<file path="src/rtl/tlb_types.sv">
// Shared TLB types: array write/read entry, invalidate command and the
// maintenance sequencer's op/state encodings.
package tlb_types;

  localparam logic [5:0] REFILL_ECODE = 6'h3F;

  typedef enum logic [2:0] {
    OpSrch = 3'd0,
    OpRd   = 3'd1,
    OpWr   = 3'd2,
    OpFill = 3'd3,
    OpInv  = 3'd4
  } tlb_ctrl_op_t;

  typedef enum logic [1:0] {
    StIdle,
    StSwait,
    StExec,
    StResp
  } tlb_ctrl_state_t;

  typedef struct packed {
    logic        e;
    logic [9:0]  asid;
    logic        g;
    logic [5:0]  ps;
    logic [18:0] vppn;
    logic        v0;
    logic        d0;
    logic [1:0]  mat0;
    logic [1:0]  plv0;
    logic [19:0] ppn0;
    logic        v1;
    logic        d1;
    logic [1:0]  mat1;
    logic [1:0]  plv1;
    logic [19:0] ppn1;
  } tlb_wr_port;

  typedef struct packed {
    logic        en;
    logic [4:0]  op;
    logic [9:0]  asid;
    logic [18:0] vpn;
  } tlb_inv_in_struct;

endpackage

</file>
<file path="src/rtl/tlb_ctrl.sv">
// Sequencer for TLBSRCH/TLBRD/TLBWR/TLBFILL/INVTLB: drives the TLB array ports and
// returns one result beat per accepted instruction.
module tlb_ctrl
  import tlb_types::*;
#(
  parameter int unsigned TLBNUM = 32,
  parameter int unsigned IW     = $clog2(TLBNUM)
) (
  input  logic             clk,
  input  logic             rst_n,
  input  logic             req_valid,
  output logic             req_ready,
  input  logic [2:0]       req_op,
  input  logic [4:0]       req_inv_op,
  input  logic [9:0]       req_inv_asid,
  input  logic [18:0]      req_inv_vpn,
  input  logic             flush,
  input  tlb_wr_port       csr_entry,
  input  logic [IW-1:0]    csr_tlbidx_index,
  input  logic             csr_tlbidx_ne,
  input  logic [5:0]       csr_ecode,
  output logic             s1_fetch,
  output logic [18:0]      s1_vppn,
  output logic             s1_odd_page,
  output logic [9:0]       s1_asid,
  input  logic             s1_found,
  input  logic [IW-1:0]    s1_index,
  output logic [IW-1:0]    r_index,
  input  tlb_wr_port       read_port,
  output logic             we,
  output logic [IW-1:0]    w_index,
  output tlb_wr_port       write_port,
  output tlb_inv_in_struct inv_o,
  output logic             resp_valid,
  output logic [2:0]       resp_op,
  output logic             resp_found,
  output logic [IW-1:0]    resp_index,
  output tlb_wr_port       resp_entry,
  output logic             resp_ill
);

  tlb_ctrl_state_t state_q, state_d;
  logic [IW-1:0]   fill_ctr_q;
  logic            accept;
  tlb_wr_port      wr_entry;

  assign req_ready   = (state_q == StIdle) && rst_n && !flush;
  assign accept      = req_valid && req_ready;
  assign s1_fetch    = accept && (req_op == OpSrch);
  assign s1_vppn     = s1_fetch ? csr_entry.vppn : '0;
  assign s1_asid     = s1_fetch ? csr_entry.asid : '0;
  assign s1_odd_page = 1'b0;
  assign r_index     = csr_tlbidx_index;

  // A refill exception always installs a valid entry; otherwise TLBIDX.NE decides.
  always_comb begin
    wr_entry   = csr_entry;
    wr_entry.e = (csr_ecode == REFILL_ECODE) ? 1'b1 : ~csr_tlbidx_ne;
  end

  always_comb begin
    state_d = state_q;
    unique case (state_q)
      StIdle:  if (accept) state_d = (req_op == OpSrch) ? StSwait : StExec;
      StSwait: state_d = flush ? StIdle : StResp;
      StExec:  state_d = StIdle;
      StResp:  state_d = StIdle;
      default: state_d = StIdle;
    endcase
  end

  always_ff @(posedge clk or negedge rst_n) begin
    if (!rst_n) begin
      state_q <= StIdle;
    end else begin
      state_q <= state_d;
    end
  end

  always_ff @(posedge clk or negedge rst_n) begin
    if (!rst_n) begin
      fill_ctr_q <= '0;
    end else if (fill_ctr_q == IW'(TLBNUM - 1)) begin
      fill_ctr_q <= '0;
    end else begin
      fill_ctr_q <= fill_ctr_q + 1'b1;
    end
  end

  always_ff @(posedge clk or negedge rst_n) begin
    if (!rst_n) begin
      we         <= 1'b0;
      w_index    <= '0;
      write_port <= '0;
      inv_o      <= '0;
      resp_valid <= 1'b0;
      resp_op    <= '0;
      resp_found <= 1'b0;
      resp_index <= '0;
      resp_entry <= '0;
      resp_ill   <= 1'b0;
    end else begin
      we         <= 1'b0;
      inv_o.en   <= 1'b0;
      resp_valid <= 1'b0;
      if (accept) begin
        resp_op  <= req_op;
        resp_ill <= 1'b0;
        case (req_op)
          OpSrch: ;
          OpRd: begin
            resp_entry <= read_port.e ? read_port : '0;
            resp_valid <= 1'b1;
          end
          OpWr, OpFill: begin
            we         <= 1'b1;
            w_index    <= (req_op == OpFill) ? fill_ctr_q : csr_tlbidx_index;
            write_port <= wr_entry;
            resp_valid <= 1'b1;
          end
          OpInv: begin
            inv_o.en   <= (req_inv_op <= 5'd6);
            inv_o.op   <= req_inv_op;
            inv_o.asid <= req_inv_asid;
            inv_o.vpn  <= req_inv_vpn;
            resp_ill   <= (req_inv_op > 5'd6);
            resp_valid <= 1'b1;
          end
          default: begin
            resp_ill   <= 1'b1;
            resp_valid <= 1'b1;
          end
        endcase
      end
      // Array search result is valid in SWAIT; a flush there drops the response.
      if (state_q == StSwait && !flush) begin
        resp_found <= s1_found;
        resp_index <= s1_index;
        resp_valid <= 1'b1;
      end
    end
  end

endmodule

</file>
<file path="config.mk">
export PLATFORM = sky130hd
export DESIGN_NAME = tlb_ctrl
export DESIGN_NICKNAME = d
export VERILOG_FILES = /design/src/rtl/tlb_types.sv /design/src/rtl/tlb_ctrl.sv
export SDC_FILE = /design/constraint.sdc
export NUM_CORES = 1
export LEC_CHECK = 0
export ABC_CLOCK_PERIOD_IN_PS = 1700
export BUFFER_PORTS_ARGS = -buffer_cell sky130_fd_sc_hd__buf_2
export CORE_UTILIZATION = 25
export DETAILED_ROUTE_END_ITERATION = 10
export SETUP_SLACK_MARGIN = 0.05
export SLEW_MARGIN = 20
export SYNTH_ARGS = -nofsm -noshare
export SYNTH_HDL_FRONTEND = slang
export SYNTH_SLANG_ARGS = --single-unit
</file>
<file path="constraint.sdc">
create_clock -name clk -period 1.7 [get_ports clk]
set_input_delay 0.34 -clock clk [delete_from_list [all_inputs] [get_ports clk]]
set_output_delay 0.34 -clock clk [all_outputs]
set_load 0.02 [all_outputs]
</file>
==> qor.yml <==
sta:
  rsz0062_at_grt: "yes"
  final.setup_skew_ns: 0.00622
  setup_viol: 248
  whs_ns: -0.0247
  hold_viol: 20
  finalCriticalPeriod_ns: 2.34
  fmax_ghz: 0.427
  setup_ws_ns: -0.643
  drv_slew: 0
  final.period_utilization_pct: 138
  maxSlewHeadroom_pct: 39.5
  worst-slew-pin-transition_ns: 0.907
logic_synthesis:
  ys_seq_area_share_pct: 59.3
  async_reset_ff_share_pct: 100
  synth.area.top_cells: "dfrtp_1 59%, mux2_2 10%, mux2i_1 8.8%, mux2_4 7.4%, nand2_1 3.4%"
  synth_top_cell_by_area: "dfrtp_1"
  synthesis.nets: 988
  syn_area_um2: 10000
  syn_area_per_cell_um2: 13.4
  synth_most_common_cell: "dfrtp_1"
  synth_seq_cells: 237
  syn_inst: 749
  synth_top_area_share_pct: 59.3
  yosysUniqueCellTypes: 32
  synth_edf_count: 0
  dominantRegCellSynth: "dfrtp_1"
  yosysWarnings: 0
  netlist_top_cells_count: "237 x dfrtp_1, 93 x mux2_2, 91 x nand2_1"
clocking:
  htreeDepth: 1
  numCtsBuffers: 26
  cts_hold_buf: 0
  clockBufferDepth: 3
  clock_latency_ns: 0.53
  cts_sinks: 237
  cts_root_buf: "clkbuf_16"
  clk_pin_slew_ns: 0.06
  tritoncts: "built"
critical_path:
  crit_required_ns: 1.36
  path_max_fanout: 7
  cp.arrival_ns: 2.00
  worst_setup_path_start_kind: "flop"
  crit_type: "reg2out"
  setup.worst_path.end_class: "output pin"
placement:
  place_ws_ns: -0.205
  hpwlAfterDp_mm: 21.5
  portBuffers: 501
  gp_congestion: 0.807
  place_area_um2: 13300
global_routing:
  first_global_vias: 8289
  grt_usage_pct: 15.2
  antenna_found_initial: 1
  grt-ovfl-total: 0
  grt_pass1_wl_mm: 48.3
  grt_max_degree: 140
cells_and_area:
  register_area_um2: 5930
  layout-area-overhead-vs-synth_pct: 55.0
  finish.net_count: 1554
  multi_input_area_um2: 3720
  n_fill_cell: 3796
  final_area_um2: 15500
  drive_above_1_share_pct: 60.0
pwr:
  p_clk_share_pct: 29.2
  p_leak_nw: 8.74
  peakVddDrop_mv: 0.673
  comb_power_share_pct: 29.7
  p_seq_share_pct: 41.2
  power.switching_mw: 6.06
  p_int_mw: 12.4
  p_per_area_nw_per_um2: 1190
  p_sw_share_pct: 32.8
floorplan:
  start_util_pct: 25.6
  die_w_um: 202
  ios: 504
  row_count: 72
  coreArea_um2: 39100
  die_h_um: 202
  die_area_um2: 40800
drt:
  routed_wl_mm: 32.2
  drt-initial-drc-count: 285
  firstDrtPassIters: 4
  viasPerCell: 4.16
  vias: 7692
  ant_nets: 0
  drc: 0
  drt-wirelength-per-cell_um: 17.4
job:
  cap_violations: 0
min_path:
  hold_class: "in2async"
status:
  violations: "hold timing, setup timing"
  status: "finished with violations"
[critical path, stage by stage, from the launching register on]
cell     delay, ns
dfrtp_1       0.40
nor4b_4       0.28
and3_4        0.27
buf_12        0.13
buf_12        0.13
and2_4        0.14
buf_6         0.11
[worst paths after layout]
check / startpoint / to / slack, ns / depth (start not counted)
hold / removal: rst_n / write_port[77] / -0.02 / 3
hold reg to reg: resp_op[2] / resp_op[2] / 0.49 / 1
setup reg to reg: state_q[1] / write_port[46] / -0.23 / 7
min in group clk: csr_entry[48] / write_port[48] / 0.04 / 2
max in group asynchronous: rst_n / resp_entry[29] / 0.97 / 3
setup / recovery: state_q[1] / s1_asid[7] / -0.64 / 6
[routing by layer]
layer	part of all wire, %	wire (µm)	global-route usage (%)	vias to the layer above
li1	-	-	-	3566
met4	3.3	1070	6.30	0
met2	50	16100	26.7	309
met3	7.3	2340	4.03	47
met1	39	12700	17.5	3770
met5	0	0	0	-
[layout by cell type, fill, tap and decap left out, drive strengths merged]
cell type  instances
buf              579
dfrtp            237
mux2             142
nand2             91
inv               88
mux2i             88
clkbuf            43
and2              29
and3               6
nor2               4
nand3              2
o21bai             2
ha                 2
clkinv             2
nand4              2
diode              1
xor2               1
xnor2              1
nor4b              1
nor3               1
nor2b              1
nor3b              1
nor4               1
nand4b             1
or2                1
o21ai              1
a21o               1
a22o               1
conb               1
[kinds of logic after synthesis]
family / Yosys count / share of synthesized area (%)
and+or+nand+nor: 140 / 6.66
adders and majority gates: 2 / 0.250
other: 1 / 0.0375
DFF: 237 / 59.3
buffers and inverters: 132 / 6.63
xor gates and xnor gates: 2 / 0.175
AOI/OAI and AO/OA: 5 / 0.363
muxes: 230 / 26.6
[metrics by stage]
stage	std cells	power, mW	util, %	setup TNS, ns	hold WS (ns)
after floorplan	749	10.7	-	-37.91	0.0444
after global placement	1764	12.8	34.1	-17.58	0.462
after detailed placement	1764	12.9	34.1	-28.32	0.487
after CTS	1852	18.7	39.8	-54.91	0.00634
after global routing	1849	19.4	39.7	-69.52	0.00859
final	1849	18.5	39.7	-43.88	-0.0247
[area by class of cell]
cell class	instances	share of cell area (%)
clock inverter	2	0.0645
antenna	1	0.0161
tap	518	4.18
inverter	88	2.13
clock buffer	41	5.15
timing repair buffer	581	26.3
multi-input combinational	381	24.0
sequential	237	38.2
[state kept, by name (all words and copies together), names as in the netlist]
signal / count
state_q: 2
resp_op: 3
resp_index: 5
resp_entry: 89
we: 1
w_index: 5
write_port: 89
inv_o: 35
resp_valid: 1
resp_ill: 1
resp_found: 1
fill_ctr_q: 5
[what timing repair did]
| item | 4_1_cts | 5_1_grt |
|---|---|---|
| endpoints found under the setup margin | 216 | 252 |
| resized for setup | 173 | 26 |
| endpoints found under the hold margin | 0 | 0 |
| pin swaps | 18 | 2 |
| cloned | 21 | 2 |
| buffers inserted | 26 | 8 |
[power by group through the flow]
| stage | Sequential [mW] | Combinational, mW | Clock (mW) |
|---|---|---|---|
| 5_1_grt | 7.76 | 5.83 | 5.77 |
| 3_5_place_dp | 7.65 | 5.27 | 0 |
| 6_report | 7.61 | 5.48 | 5.39 |
| 4_1_cts | 7.60 | 5.54 | 5.57 |
| 3_3_place_gp | 7.61 | 5.21 | 0 |
| 2_1_floorplan | 9.24 | 1.42 | 0 |
Power figures use the tool's default switching activity.
